File: config.mk
export PLATFORM = sky130hd
export DESIGN_NAME = mem_port_arbiter
export DESIGN_NICKNAME = d
export VERILOG_FILES = /design/src/rtl/mem_port_arbiter_pkg.sv /design/src/rtl/mem_port_arbiter_arb_grant_sel.sv /design/src/rtl/mem_port_arbiter.sv
export SDC_FILE = /design/constraint.sdc
export NUM_CORES = 1
export LEC_CHECK = 0
export ABC_AREA = 1
export CAP_MARGIN = 10
export CORE_ASPECT_RATIO = 1.25
export CORE_MARGIN = 4
export CORE_UTILIZATION = 35
export CTS_CLUSTER_SIZE = 40
export DETAILED_ROUTE_END_ITERATION = 10
export PLACE_DENSITY = 0.79
export SLEW_MARGIN = 20
export SYNTH_ARGS = -nofsm -noshare
export SYNTH_HDL_FRONTEND = slang
export SYNTH_HIERARCHICAL = 1
export SYNTH_SLANG_ARGS = --single-unit
File: constraint.sdc
create_clock -name clk_i -period 2.45 [get_ports clk_i]
set_input_delay 0.6125 -clock clk_i [delete_from_list [all_inputs] [get_ports clk_i]]
set_output_delay 0.6125 -clock clk_i [all_outputs]
set_load 0.01 [all_outputs]
File: src/rtl/mem_port_arbiter_pkg.sv
// Shared state encoding and default limits for mem_port_arbiter and its grant selector.
package mem_port_arbiter_pkg;

    localparam int unsigned DEF_ADDR_W      = 32;
    localparam int unsigned DEF_DATA_W      = 32;
    localparam int unsigned DEF_STARVE_MAX  = 4;
    localparam int unsigned DEF_TIMEOUT_CYC = 16;

    localparam logic [1:0] ST_IDLE    = 2'd0;
    localparam logic [1:0] ST_BUSY_IF = 2'd1;
    localparam logic [1:0] ST_BUSY_D  = 2'd2;

    typedef enum logic [1:0] {
        IDLE    = ST_IDLE,
        BUSY_IF = ST_BUSY_IF,
        BUSY_D  = ST_BUSY_D
    } arb_state_e;

endpackage

File: src/rtl/mem_port_arbiter_arb_grant_sel.sv
// Grant decision between fetch and data requesters, with the fetch starvation counter.
module arb_grant_sel
    import mem_port_arbiter_pkg::*;
#(
    parameter int unsigned STARVE_MAX = DEF_STARVE_MAX
)(
    input  logic clk_i,
    input  logic rst_i,
    input  logic idle_i,
    input  logic if_req_i,
    input  logic d_req_i,
    output logic grant_if_o,
    output logic grant_d_o
);

    localparam int unsigned      CNT_W      = $clog2(STARVE_MAX + 1);
    localparam logic [CNT_W-1:0] STARVE_LIM = CNT_W'(STARVE_MAX);

    logic [CNT_W-1:0] starve_cnt_d, starve_cnt_q;
    logic             fetch_due;

    // Data normally wins; a fetch that has watched STARVE_MAX data grants goes next.
    always_comb begin
        fetch_due    = if_req_i && (starve_cnt_q == STARVE_LIM);
        grant_d_o    = idle_i && d_req_i && !fetch_due;
        grant_if_o   = idle_i && if_req_i && !grant_d_o;
        starve_cnt_d = starve_cnt_q;
        if (grant_if_o || (idle_i && !if_req_i)) begin
            starve_cnt_d = '0;
        end else if (grant_d_o && (starve_cnt_q != STARVE_LIM)) begin
            starve_cnt_d = starve_cnt_q + 1'b1;
        end
    end

    always_ff @(posedge clk_i or negedge rst_i) begin
        if (!rst_i) begin
            starve_cnt_q <= '0;
        end else begin
            starve_cnt_q <= starve_cnt_d;
        end
    end

endmodule

File: src/rtl/mem_port_arbiter.sv
// Two-port (fetch/data) arbiter onto a single memory port with registered memory outputs.
// Define MEM_ARB_TIMEOUT_EN to add the BUSY watchdog and the sticky err_o flag.
module mem_port_arbiter
    import mem_port_arbiter_pkg::*;
#(
    parameter int unsigned ADDR_W      = DEF_ADDR_W,
    parameter int unsigned DATA_W      = DEF_DATA_W,
    parameter int unsigned STARVE_MAX  = DEF_STARVE_MAX,
    parameter int unsigned TIMEOUT_CYC = DEF_TIMEOUT_CYC
)(
    input  logic              clk_i,
    input  logic              rst_i,
    input  logic              if_req_i,
    input  logic [ADDR_W-1:0] if_addr_i,
    output logic [DATA_W-1:0] if_rdata_o,
    output logic              if_ack_o,
    input  logic              d_req_i,
    input  logic              d_we_i,
    input  logic [ADDR_W-1:0] d_addr_i,
    input  logic [DATA_W-1:0] d_wdata_i,
    output logic [DATA_W-1:0] d_rdata_o,
    output logic              d_ack_o,
    output logic              mem_req_o,
    output logic              mem_we_o,
    output logic [ADDR_W-1:0] mem_addr_o,
    output logic [DATA_W-1:0] mem_wdata_o,
    input  logic [DATA_W-1:0] mem_rdata_i,
    input  logic              mem_ready_i,
    output logic              stall_o,
    output logic              err_o
);

    arb_state_e        state_d, state_q;
    logic              mem_req_d, mem_req_q;
    logic              mem_we_d, mem_we_q;
    logic [ADDR_W-1:0] mem_addr_d, mem_addr_q;
    logic [DATA_W-1:0] mem_wdata_d, mem_wdata_q;
    logic [DATA_W-1:0] if_rdata_d, if_rdata_q;
    logic [DATA_W-1:0] d_rdata_d, d_rdata_q;
    logic              if_ack_d, if_ack_q;
    logic              d_ack_d, d_ack_q;
    logic              idle, busy, done, timed_out;
    logic              grant_if, grant_d;
    logic [DATA_W-1:0] resp_data;

    assign idle = (state_q == IDLE);
    assign busy = !idle;

    arb_grant_sel #(
        .STARVE_MAX (STARVE_MAX)
    ) u_grant (
        .clk_i      (clk_i),
        .rst_i      (rst_i),
        .idle_i     (idle),
        .if_req_i   (if_req_i),
        .d_req_i    (d_req_i),
        .grant_if_o (grant_if),
        .grant_d_o  (grant_d)
    );

`ifdef MEM_ARB_TIMEOUT_EN
    localparam int unsigned TMO_W = $clog2(TIMEOUT_CYC + 1);

    logic [TMO_W-1:0] tmo_cnt_d, tmo_cnt_q;
    logic             err_d, err_q;

    // Down-counter loaded at grant; reaching zero on a cycle without ready ends the access.
    always_comb begin
        tmo_cnt_d = tmo_cnt_q;
        if (grant_if || grant_d) begin
            tmo_cnt_d = TMO_W'(TIMEOUT_CYC - 1);
        end else if (busy && (tmo_cnt_q != '0)) begin
            tmo_cnt_d = tmo_cnt_q - 1'b1;
        end
        err_d = err_q | timed_out;
    end

    assign timed_out = busy && !mem_ready_i && (tmo_cnt_q == '0);
    assign err_o     = err_q;

    always_ff @(posedge clk_i or negedge rst_i) begin
        if (!rst_i) begin
            tmo_cnt_q <= '0;
            err_q     <= 1'b0;
        end else begin
            tmo_cnt_q <= tmo_cnt_d;
            err_q     <= err_d;
        end
    end
`else
    assign timed_out = 1'b0;
    assign err_o     = 1'b0;
`endif

    assign done      = busy && (mem_ready_i || timed_out);
    assign resp_data = mem_ready_i ? mem_rdata_i : '0;

    always_comb begin
        state_d     = state_q;
        mem_req_d   = mem_req_q;
        mem_we_d    = mem_we_q;
        mem_addr_d  = mem_addr_q;
        mem_wdata_d = mem_wdata_q;
        if_rdata_d  = if_rdata_q;
        d_rdata_d   = d_rdata_q;
        if_ack_d    = 1'b0;
        d_ack_d     = 1'b0;
        if (idle) begin
            if (grant_d) begin
                state_d     = BUSY_D;
                mem_req_d   = 1'b1;
                mem_we_d    = d_we_i;
                mem_addr_d  = d_addr_i;
                mem_wdata_d = d_wdata_i;
            end else if (grant_if) begin
                state_d     = BUSY_IF;
                mem_req_d   = 1'b1;
                mem_we_d    = 1'b0;
                mem_addr_d  = if_addr_i;
                mem_wdata_d = '0;
            end
        end else if (done) begin
            state_d     = IDLE;
            mem_req_d   = 1'b0;
            mem_we_d    = 1'b0;
            mem_addr_d  = '0;
            mem_wdata_d = '0;
            if (state_q == BUSY_IF) begin
                if_ack_d   = 1'b1;
                if_rdata_d = resp_data;
            end else begin
                d_ack_d = 1'b1;
                // Writes complete without disturbing the last read data.
                if (!mem_we_q) begin
                    d_rdata_d = resp_data;
                end
            end
        end
    end

    always_ff @(posedge clk_i or negedge rst_i) begin
        if (!rst_i) begin
            state_q     <= IDLE;
            mem_req_q   <= 1'b0;
            mem_we_q    <= 1'b0;
            mem_addr_q  <= '0;
            mem_wdata_q <= '0;
            if_rdata_q  <= '0;
            d_rdata_q   <= '0;
            if_ack_q    <= 1'b0;
            d_ack_q     <= 1'b0;
        end else begin
            state_q     <= state_d;
            mem_req_q   <= mem_req_d;
            mem_we_q    <= mem_we_d;
            mem_addr_q  <= mem_addr_d;
            mem_wdata_q <= mem_wdata_d;
            if_rdata_q  <= if_rdata_d;
            d_rdata_q   <= d_rdata_d;
            if_ack_q    <= if_ack_d;
            d_ack_q     <= d_ack_d;
        end
    end

    assign mem_req_o   = mem_req_q;
    assign mem_we_o    = mem_we_q;
    assign mem_addr_o  = mem_addr_q;
    assign mem_wdata_o = mem_wdata_q;
    assign if_rdata_o  = if_rdata_q;
    assign d_rdata_o   = d_rdata_q;
    assign if_ack_o    = if_ack_q;
    assign d_ack_o     = d_ack_q;
    assign stall_o     = (if_req_i & ~if_ack_q) | (d_req_i & ~d_ack_q);

endmodule

==> impl_summary.log, run 1 <==
[metrics] result of the run: finished, final reports clean
[metrics] Initial Util: 0.358
[metrics] final setup violation count: 0
[metrics] Slew HR: 0.629
[metrics] number of input and output port buffers inserted: ~270
[metrics] Critical Path Sink Type: primary output
[metrics] root cell of the clock tree: clkbuf_16
[metrics] worst min-delay path class: input port to async pin
[metrics] last weighted congestion value of the routability-driven placer: approximately 0.84
[metrics] ratio of routed vias to standard cells: 4.78
[metrics] vertical extent of the die: around 160 um
[metrics] Antenna Nets Post-Route: 0
[metrics] clock buffers created by TritonCTS: 17
[metrics] number of warnings printed during yosys synthesis: 6
[metrics] clock-pin slew of the registers on the worst-case setup and hold paths: ~60 ps
[metrics] Yosys reg bits: about 140
[metrics] worst setup skew after layout: 6.49 ps
[metrics] number of cells after detailed placement: approximately 1,200
[metrics] sink count of the clock tree: 137
[metrics] most used cells in the layout excluding fill and tap cells: 338 x nand2_1, 264 x clkdlybuf4s50_1, 137 x dfrtp_1
[metrics] Worst EP required: between 1500 and 2000 ps
[metrics] number of nets in the final layout: approximately 1,200
[metrics] min cycle time layout: 2200 ps
[metrics] static leakage power: 4.79 nW
[metrics] smallest hold slack: just under 90 ps
[metrics] setup repair after global routing missed its margin: no
[metrics] Post-Route Setup TNS: 0 ps
[metrics] startpoint kind of the worst setup timing path: input port
[metrics] sum of internal, switching and leakage power: approximately 12 mW
[metrics] worst-path maximum fanout: 2
[metrics] power per cell area: roughly 1300 mW/mm^2
[metrics] count of TritonRoute iterations in the first routing pass: 5
[metrics] total global routing track utilization: 0.191
[metrics] Place WS: -46.5 ps
[metrics] number of antenna cells inserted: 0
[metrics] net count of the mapped netlist: between 800 and 900
[metrics] post-synthesis area per instance: between 7 and 8 um^2
[metrics] I/O pins: 268
[metrics] antenna violations before repair: 0
[metrics] remaining routing DRC violations: 0
[metrics] total number of placement rows: 53
[metrics] post-route setup slack: about 250 ps
[metrics] Placeable Area: 0.0169 mm^2
[metrics] utilization after layout: 0.568
[metrics] total wire length after detailed routing: 18.9 mm
[metrics] critical setup path kind: input port to primary output
[metrics] largest net degree at the start of global routing: 65
[metrics] insertion delay to the later sink of the worst-skew pair: ~400 ps
[metrics] Worst Tran Pin Value: roughly 560 ps
[metrics] deepest level of the CTS H-tree: 4
[metrics] total via count in the routed design: between 5,000 and 6,000
[metrics] final non-filler cell area: between 0.009 and 0.01 mm^2
[metrics] share of the clock period used by the worst path after layout: 0.898
[metrics] non-filler instance count after layout: approximately 1,200
[metrics] fraction of layout cells with a size suffix above 1: 0.0622
[metrics] post-cts gate resize count: 1
[metrics] via count of the first global-routing pass: between 5,000 and 6,000
[metrics] placed wire-length estimate after detailed placement: 13.4 mm
[metrics] Post-Syn Instances: roughly 760
[metrics] buffers inserted by post-CTS timing repair: 0
[metrics] combined area of all synthesized cells: between 0.006 and 0.007 mm^2
[metrics] area of the die: a little under 0.02 mm^2
[metrics] most common cell after layout, fill and taps aside: nand2_1
[metrics] quantity of hold-fixing buffers added after cts: 0
[metrics] die width: approximately 130 um
[metrics] number of design-rule violations left by the first detailed-router iteration: 361
[metrics] final hold viol count: 0
[metrics] global-route wire length before repair: between 20 and 30 mm
[metrics] area after detailed placement: between 0.009 and 0.01 mm^2
[metrics] count of different cell masters after synthesis: 20
[metrics] TritonCTS clock tree: yes
[metrics] timing-limited maximum frequency: 454 MHz
[metrics] Max IR drop VDD: between 0.0005 and 0.0006 V
[metrics] largest buffer count on any clock path: 2
[metrics] part of the Yosys area used for sequential elements: 0.566
[metrics] GRT overflow: 0
[metrics] depth of the worst register-to-register path: 10
[metrics] number of max-slew violations in the final report: 0
[metrics] number of max-cap violations: 0
[metrics] drt wl/cell: around 15 um
[metrics] post-synthesis to final-layout area growth: 58.3%
[metrics] data arrival time of the critical path: ~1600 ps
[final cells by class]
cell class / instances / area, um^2
Sequential cell: 137 / 3430
Tap cell: 220 / 275
Multi-Input combinational cell: 523 / 2230
Clock inverter: 8 / 96.3
Fill cell: 1529 / 7310
Clock buffer: 24 / 462
Inverter: 48 / 181
Timing Repair Buffer: 289 / 2920
[power breakdown]
group | switching, mW | internal [mW] | leakage [nW]
Clock | 0.922 | 1.52 | 0.272
Combinational | 3.08 | 2.86 | 2.72
Sequential | 0.596 | 3.32 | 1.80
[flip-flops by register name, summed over array words and instances (netlist names)]
register / cells
d_rdata_o: 32
if_rdata_o: 32
mem_addr_o: 32
mem_wdata_o: 32
u_grant/starve_cnt_q: 3
state_q: 2
d_ack_o: 1
if_ack_o: 1
mem_req_o: 1
mem_we_o: 1
[critical path: stages]
cell and delay (ps):
clkdlybuf4s50_1 520, inv_1 50, o22ai_1 120, dlygate4sd2_1 280
[logic make-up (layout without fill, tap and decap cells)]
group | count (synthesis) | count (layout) | synth area share
other cells | 1 | 1 | 0.000619
flops | 137 | 137 | 0.566
simple gates | 450 | 450 | 0.302
buf+inv | 99 | 369 | 0.0689
compound gates | 70 | 70 | 0.0588
fa+ha+maj | 2 | 2 | 0.00413
[final timing paths]
kind	from	endpoint	slack (ps)
max in group asynchronous	rst_i	mem_wdata_o[30]	1690
worst max register to register	state_q[0]	mem_addr_o[2]	650
min in group clk_i	d_rdata_o[23]	d_rdata_o[23]	470
worst max-delay path	d_req_i	stall_o	250
worst min-delay path	rst_i	d_rdata_o[10]	90
worst min register to register	d_rdata_o[23]	d_rdata_o[23]	470
[Yosys cell counts]
cell / number / area share
clkbuf_1: 21 / 0.013
buf_4: 4 / 0.0050
ha_1: 2 / 0.0041
inv_1: 43 / 0.027
inv_2: 4 / 0.0025
nand3_4: 1 / 0.0029
clkinv_2: 1 / 0.00082
nand2_1: 341 / 0.21
conb_1: 1 / 0.00062
a21oi_1: 34 / 0.028
nand3_1: 100 / 0.083
o21ai_1: 1 / 0.00082
nand2_2: 1 / 0.0010
buf_2: 24 / 0.020
o22ai_1: 2 / 0.0021
buf_1: 2 / 0.0012
o21ai_0: 32 / 0.026
o21ai_2: 1 / 0.0014
dfrtp_1: 137 / 0.57
nor2_1: 7 / 0.0043
[per-layer routing]
metal,wire (um),vias to the layer above,global-route usage
met3,1590,34,0.0677
met1,7470,2783,0.226
met4,541,0,0.0749
met5,0,-,0
met2,9310,249,0.317
li1,-,2898,-
Note: power is estimated with default switching activity, not from simulation.
==> run 2: changes to the inputs <==
Settings changed: CELL_PAD_IN_SITES_DETAIL_PLACEMENT set to 1, CELL_PAD_IN_SITES_GLOBAL_PLACEMENT set to 1, CORE_UTILIZATION 35 to 30, PLACE_DENSITY 0.79 to 0.91.
==> run 2 against run 1 <==
Against the previous run:
- count of clock-buffer cells in the layout fell by 4
- sequential cell count did not move
- wire length rose by 17%
- first-iteration DRC count down 45%
==> impl_summary.log, run 2 (synthesis gave the netlist of run 1 again) <==
[metrics] result of the run: finished, final reports clean
[metrics] global-route wire length before repair: roughly 35 mm
[metrics] timing startpoint of the critical path: d_req_i
[metrics] Switching Share: 0.384
[metrics] total via count in the routed design: slightly above 6,000
[metrics] most used cells in the layout excluding fill and tap cells: 338 x nand2_1, 264 x clkdlybuf4s50_1, 137 x dfrtp_1
[metrics] via count of the first global-routing pass: 6,605
[metrics] largest buffer count on any clock path: 2
[metrics] part of the total power dissipated in combinational logic: 0.473
[metrics] critical setup path kind: input port to primary output
[metrics] static leakage power: 4.79 nW
[metrics] worst setup skew after layout: about 11 ps
[metrics] sink count of the clock tree: between 100 and 150
[metrics] last weighted congestion value of the routability-driven placer: ~0.76
[metrics] reg-to-reg startpoint: state_q[0]
[metrics] Worst EP required: about 1800 ps
[metrics] share of total power in the clock network: 0.215
[metrics] total global routing track utilization: 0.197
[metrics] number of max-slew violations in the final report: 0
[metrics] placed wire-length estimate after detailed placement: 15.8 mm
[metrics] insertion delay to the later sink of the worst-skew pair: approximately 420 ps
[metrics] sequential standard cell area: ~0.0034 mm^2
[metrics] post-synthesis to final-layout area growth: 59.6%
[metrics] sequential group share of total power: 0.312
[metrics] smallest hold slack: around 150 ps
[metrics] timing-limited maximum frequency: ~450 MHz
[metrics] Slew HR: 0.502
[metrics] footprint of the multi-input gates: ~0.0022 mm^2
[metrics] min cycle time layout: 2210 ps
[metrics] clock buffers created by TritonCTS: 17
[metrics] area after detailed placement: approximately 0.0090 mm^2
[metrics] Max IR drop VDD: approximately 0.0006 V
[metrics] total number of placement rows: between 50 and 60
[metrics] Int Pwr: approximately 7.8 mW
[metrics] number of max-cap violations: 0
[metrics] quantity of hold-fixing buffers added after cts: 0
[metrics] number of nets in the final layout: 1,149
[metrics] power per cell area: approximately 1300 mW/mm^2
[metrics] largest net degree at the start of global routing: a little under 70
[metrics] ratio of routed vias to standard cells: about 4.7
[metrics] Critical Path Sink Type: primary output
[metrics] worst setup path endpoint: stall_o
[metrics] power spent charging and discharging nets: between 4 and 5 mW
[metrics] TritonCTS clock tree: yes
[metrics] share of the clock period used by the worst path after layout: 0.903
[metrics] most common cell after layout, fill and taps aside: nand2_1
[metrics] remaining routing DRC violations: 0
[metrics] count of TritonRoute iterations in the first routing pass: 4
[metrics] vertical extent of the die: roughly 170 um
[metrics] number of design-rule violations left by the first detailed-router iteration: between 150 and 200
[metrics] Antenna Nets Post-Route: 0
[metrics] non-filler instance count after layout: about 1,300
[metrics] clock-pin slew of the registers on the worst-case setup and hold paths: 60 ps
[metrics] GRT overflow: 0
[metrics] number of input and output port buffers inserted: 266
[metrics] startpoint kind of the worst setup timing path: input port
[metrics] antenna violations before repair: 1
[metrics] I/O pins: between 200 and 300
[metrics] root cell of the clock tree: clkbuf_16
[metrics] reg2reg setup slack: 470 ps
[metrics] die width: 135 um
[metrics] depth of the worst register-to-register path: 12
[metrics] number of cells after detailed placement: 1,259
[metrics] utilization after layout: 0.491
[metrics] data arrival time of the critical path: approximately 1600 ps
[metrics] Initial Util: 0.308
[metrics] drt wl/cell: between 15 and 20 um
[metrics] Worst Tran Pin Value: 746 ps
[metrics] setup repair after global routing missed its margin: no
[metrics] deepest level of the CTS H-tree: 4
[metrics] r2r endpoint: mem_wdata_o[23]
[metrics] Placeable Area: between 0.015 and 0.02 mm^2
[metrics] worst min-delay path class: input port to async pin
[metrics] area of the die: between 0.02 and 0.025 mm^2
[metrics] final hold viol count: 0
[metrics] worst-path maximum fanout: 2
[metrics] final setup violation count: 0
[metrics] Filler cells: 2,327
[metrics] total wire length after detailed routing: around 22 mm
[metrics] fraction of layout cells with a size suffix above 1: 0.0643
[metrics] final non-filler cell area: a little under 0.01 mm^2
## run 2: power by group through the flow
stage | logic, mW | registers, mW | clock network, mW
3_5_place_dp | 6.08 | 3.94 | 0
3_3_place_gp | 5.87 | 3.89 | 0
4_1_cts | 6.11 | 3.94 | 2.78
6_report | 5.97 | 3.93 | 2.71
2_1_floorplan | 2.25 | 4.36 | 0
5_1_grt | 6.57 | 4.07 | 2.89
## run 2: stage by stage
| stage | power, mW | setup TNS, ps | setup WS [ps] |
|---|---|---|---|
| detailed placement | 10.0 | -93.3 | -63.7 |
| global route | 13.5 | 0 | 201 |
| floorplan | 6.61 | 0 | 531 |
| CTS | 12.8 | 0 | 223 |
| finish | 12.6 | 0 | 237 |
| global placement | 9.76 | -54.0 | -54.0 |
## run 2: repair_timing
item                       4_1_cts  5_1_grt
gates resized for setup          1        0
buffers inserted                 0        0
setup endpoints to repair        1        0
## run 2: worst min path at each step
stage / depth (start not counted) / end / start
floorplan: 0 / d_ack_o / rst_i
global placement: 2 / d_rdata_o[20] / d_rdata_o[20]
detailed placement: 2 / d_rdata_o[17] / d_rdata_o[17]
CTS: 1 / d_rdata_o[10] / rst_i
global route: 1 / d_rdata_o[10] / rst_i
finish: 1 / d_rdata_o[10] / rst_i
## run 2: layer usage
layer,vias up,track usage,part of all wire
li1,2888,-,-
met1,2968,0.231,0.40
met2,218,0.341,0.51
met3,30,0.0552,0.072
met4,0,0.0688,0.025
met5,-,0,0
## run 2: layout make-up
type,count,share of cell area
antenna,2,0.000517
inverter,48,0.0188
sequential,137,0.354
clock inverter,12,0.0168
tap,265,0.0343
timing repair buffer,286,0.297
multi-input combinational,523,0.231
clock buffer,20,0.0472
## run 2: critical path, stage by stage
cell and delay (ps):
clkdlybuf4s50_1 490, inv_1 50, o22ai_1 150, dlygate4sd2_1 300
==> run 3: changes to the inputs <==
--- a/config.mk
+++ b/config.mk
@@ -16,3 +16,3 @@
 export DETAILED_ROUTE_END_ITERATION = 10
-export PLACE_DENSITY = 0.91
+export PLACE_DENSITY_LB_ADDON = 0.1
 export SLEW_MARGIN = 20
--- a/constraint.sdc
+++ b/constraint.sdc
@@ -3,2 +3,2 @@
 set_output_delay 0.6125 -clock clk_i [all_outputs]
-set_load 0.01 [all_outputs]
+set_load 0.02 [all_outputs]
==> run 3 against run 2 <==
Against the previous run:
- sequential power is 1% lower
- highest routed layer unchanged
- setup slack worse by 74 ps
- register-to-register slack better by 210 ps
- clock power is 5% higher
- cell count is 0.15% higher
- first-iteration DRC count is 4.0% higher
- largest cell class unchanged
- largest power group unchanged
- die area stayed put
==> impl_summary.log, run 3 (synthesis gave the netlist of run 1 again) <==
[metrics] clock-pin slew of the registers on the worst-case setup and hold paths: approximately 60 ps
[metrics] vertical extent of the die: around 170 um
[metrics] met1 wire length: a little under 9 mm
[metrics] Post-Route Setup TNS: 0 ps
[metrics] Critical Path Sink Type: primary output
[metrics] Placeable Area: approximately 0.020 mm^2
[metrics] Int Pwr: roughly 8 mW
[metrics] result of the run: finished, final reports clean
[metrics] number of nets in the final layout: 1,154
[metrics] via count of the first global-routing pass: roughly 6,300
[metrics] sequential group share of total power: 0.288
[metrics] Filler cells: between 2,000 and 2,500
[metrics] total wire length after detailed routing: around 21 mm
[metrics] most used cells in the layout excluding fill and tap cells: 338 x nand2_1, 264 x clkdlybuf4s50_1, 137 x dfrtp_1
[metrics] number of antenna cells inserted: 0
[metrics] number of cells after detailed placement: around 1,300
[metrics] remaining routing DRC violations: 0
[metrics] largest buffer count on any clock path: 2
[metrics] sink count of the clock tree: between 100 and 150
[metrics] depth of the critical timing path with buffers and inverters included: 4
[metrics] placed wire-length estimate after detailed placement: roughly 15 mm
[metrics] number of max-slew violations in the final report: 0
[metrics] number of input and output port buffers inserted: roughly 270
[metrics] total number of placement rows: 57
[metrics] sequential standard cell area: 0.00343 mm^2
[metrics] Worst EP required: between 1500 and 2000 ps
[metrics] number of design-rule violations left by the first detailed-router iteration: 207
[metrics] part of the total power dissipated in combinational logic: 0.502
[metrics] static leakage power: 4.86 nW
[metrics] Antenna Nets Post-Route: 0
[metrics] root cell of the clock tree: clkbuf_16
[metrics] most common cell after layout, fill and taps aside: nand2_1
[metrics] Initial Util: 0.308
[metrics] ratio of routed vias to standard cells: between 4 and 5
[metrics] post-synthesis to final-layout area growth: 61.6%
[metrics] final hold viol count: 0
[metrics] total global routing track utilization: 0.188
[metrics] total via count in the routed design: between 5,000 and 6,000
[metrics] cell family with the largest share of critical-path delay: buffers and inverters
[metrics] clock buffers created by TritonCTS: 17
[metrics] largest net degree at the start of global routing: 68
[metrics] die width: 135 um
[metrics] fraction of layout cells with a size suffix above 1: 0.0680
[metrics] power spent charging and discharging nets: approximately 5.5 mW
[metrics] Met2 Wirelength: between 10 and 15 mm
[metrics] worst-path cell with the longest stage delay: clkdlybuf4s50_1
[metrics] worst min-delay path class: input port to async pin
[metrics] list of cells traversed by the critical path: clkdlybuf4s50_1 -> inv_1 -> o22ai_1 -> dlygate4sd2_1
[metrics] share of total power in the clock network: 0.210
[metrics] antenna violations before repair: 0
[metrics] worst-path maximum fanout: 2
[metrics] top layer reached by signal wires: met4
[metrics] Worst Path Buf+Inv: 3
[metrics] Max IR drop VDD: between 0.0006 and 0.0007 V
[metrics] area of the die: 0.0226 mm^2
[metrics] met3 routed wirelength: around 1.7 mm
[metrics] last weighted congestion value of the routability-driven placer: 0.768
[metrics] share of the clock period used by the worst path after layout: 0.934
[metrics] global-route wire length before repair: between 30 and 40 mm
[metrics] insertion delay to the later sink of the worst-skew pair: ~420 ps
[metrics] min cycle time layout: around 2300 ps
[metrics] deepest level of the CTS H-tree: 4
[metrics] critical setup path kind: input port to primary output
[metrics] depth of the worst register-to-register path: 12
[metrics] footprint of the multi-input gates: roughly 0.0022 mm^2
[metrics] data arrival time of the critical path: 1670 ps
[metrics] TritonCTS clock tree: yes
[metrics] I/O pins: 268
[metrics] Switching Share: 0.408
[metrics] maximum cell stage delay along the critical path: roughly 500 ps
[metrics] power per cell area: ~1400 mW/mm^2
[metrics] final setup violation count: 0
[metrics] drt wl/cell: approximately 16 um
[metrics] count of TritonRoute iterations in the first routing pass: 4
[metrics] startpoint kind of the worst setup timing path: input port
[metrics] worst setup skew after layout: 11.5 ps
[metrics] non-filler instance count after layout: 1,295
[metrics] setup repair after global routing missed its margin: no
[metrics] number of max-cap violations: 0
[metrics] GRT overflow: 0
[metrics] timing-limited maximum frequency: roughly 440 MHz
[run 3: cell types whose count changed in the layout (fill, tap and decap cells not counted), sizes merged]
cell,change
clkbuf,-2
buf,+5
clkinv,-1
diode,-2
bufinv,+2
[run 3: layout make-up]
| type | instances | share of cell area |
|---|---|---|
| flip-flops and latches | 137 | 0.350 |
| repair buffers | 291 | 0.304 |
| multi-input cells | 523 | 0.228 |
| clock buffers | 18 | 0.0438 |
| well taps | 265 | 0.0338 |
| clock inverters | 13 | 0.0222 |
| inverters | 48 | 0.0185 |
[run 3: worst paths after layout]
check	endpoint	slack, ps	from
setup / recovery	stall_o	160	if_req_i
hold / removal	if_rdata_o[8]	120	rst_i
setup reg to reg	mem_wdata_o[5]	680	state_q[0]
hold reg to reg	d_rdata_o[8]	470	d_rdata_o[8]
max in group asynchronous	if_rdata_o[18]	1710	rst_i
min in group clk_i	d_rdata_o[8]	470	d_rdata_o[8]
[run 3: power groups by stage]
stage          clock network (mW)  logic, mW  registers, mW
2_1_floorplan                   0       2.25           5.13
3_3_place_gp                    0       6.87           3.89
3_5_place_dp                    0       6.93           3.92
4_1_cts                      2.94       6.96           3.90
5_1_grt                      3.03       7.44           4.05
6_report                     2.85       6.80           3.89
[run 3: per-stage QoR]
step | util | hold WS, ps | total power, mW | area [um^2] | worst slack, ps
global placement | 0.465 | 452 | 10.8 | 9150 | -113
floorplan | - | 317 | 7.38 | 6060 | 530
CTS | 0.498 | 125 | 13.8 | 9800 | 133
global route | 0.498 | 131 | 14.5 | 9800 | 105
detailed placement | 0.465 | 458 | 10.9 | 9150 | -145
finish | 0.498 | 119 | 13.5 | 9800 | 163
[run 3: what timing repair did]
item                       4_1_cts  5_1_grt
setup buffers                    0        0
setup endpoints to repair        1        0
hold buffers                     0        0
resized for setup                1        0
[run 3: routing by layer]
metal | GRT usage | vias up
met1 | 0.230 | 2795
li1 | - | 2889
met4 | 0.0587 | 0
met3 | 0.0718 | 28
met2 | 0.308 | 199
met5 | 0 | -
[run 3: worst register-to-register path, cell delays in order, from the launching register on]
cell and delay (ps):
dfrtp_1 430, nor2_1 200, nand2_1 90, clkinv_2 70, nand2_1 60, inv_2 80
nor2_1 40, inv_1 40, nand2_1 60, nand2_2 90, buf_12 300, nand3_1 170
nand2_1 80
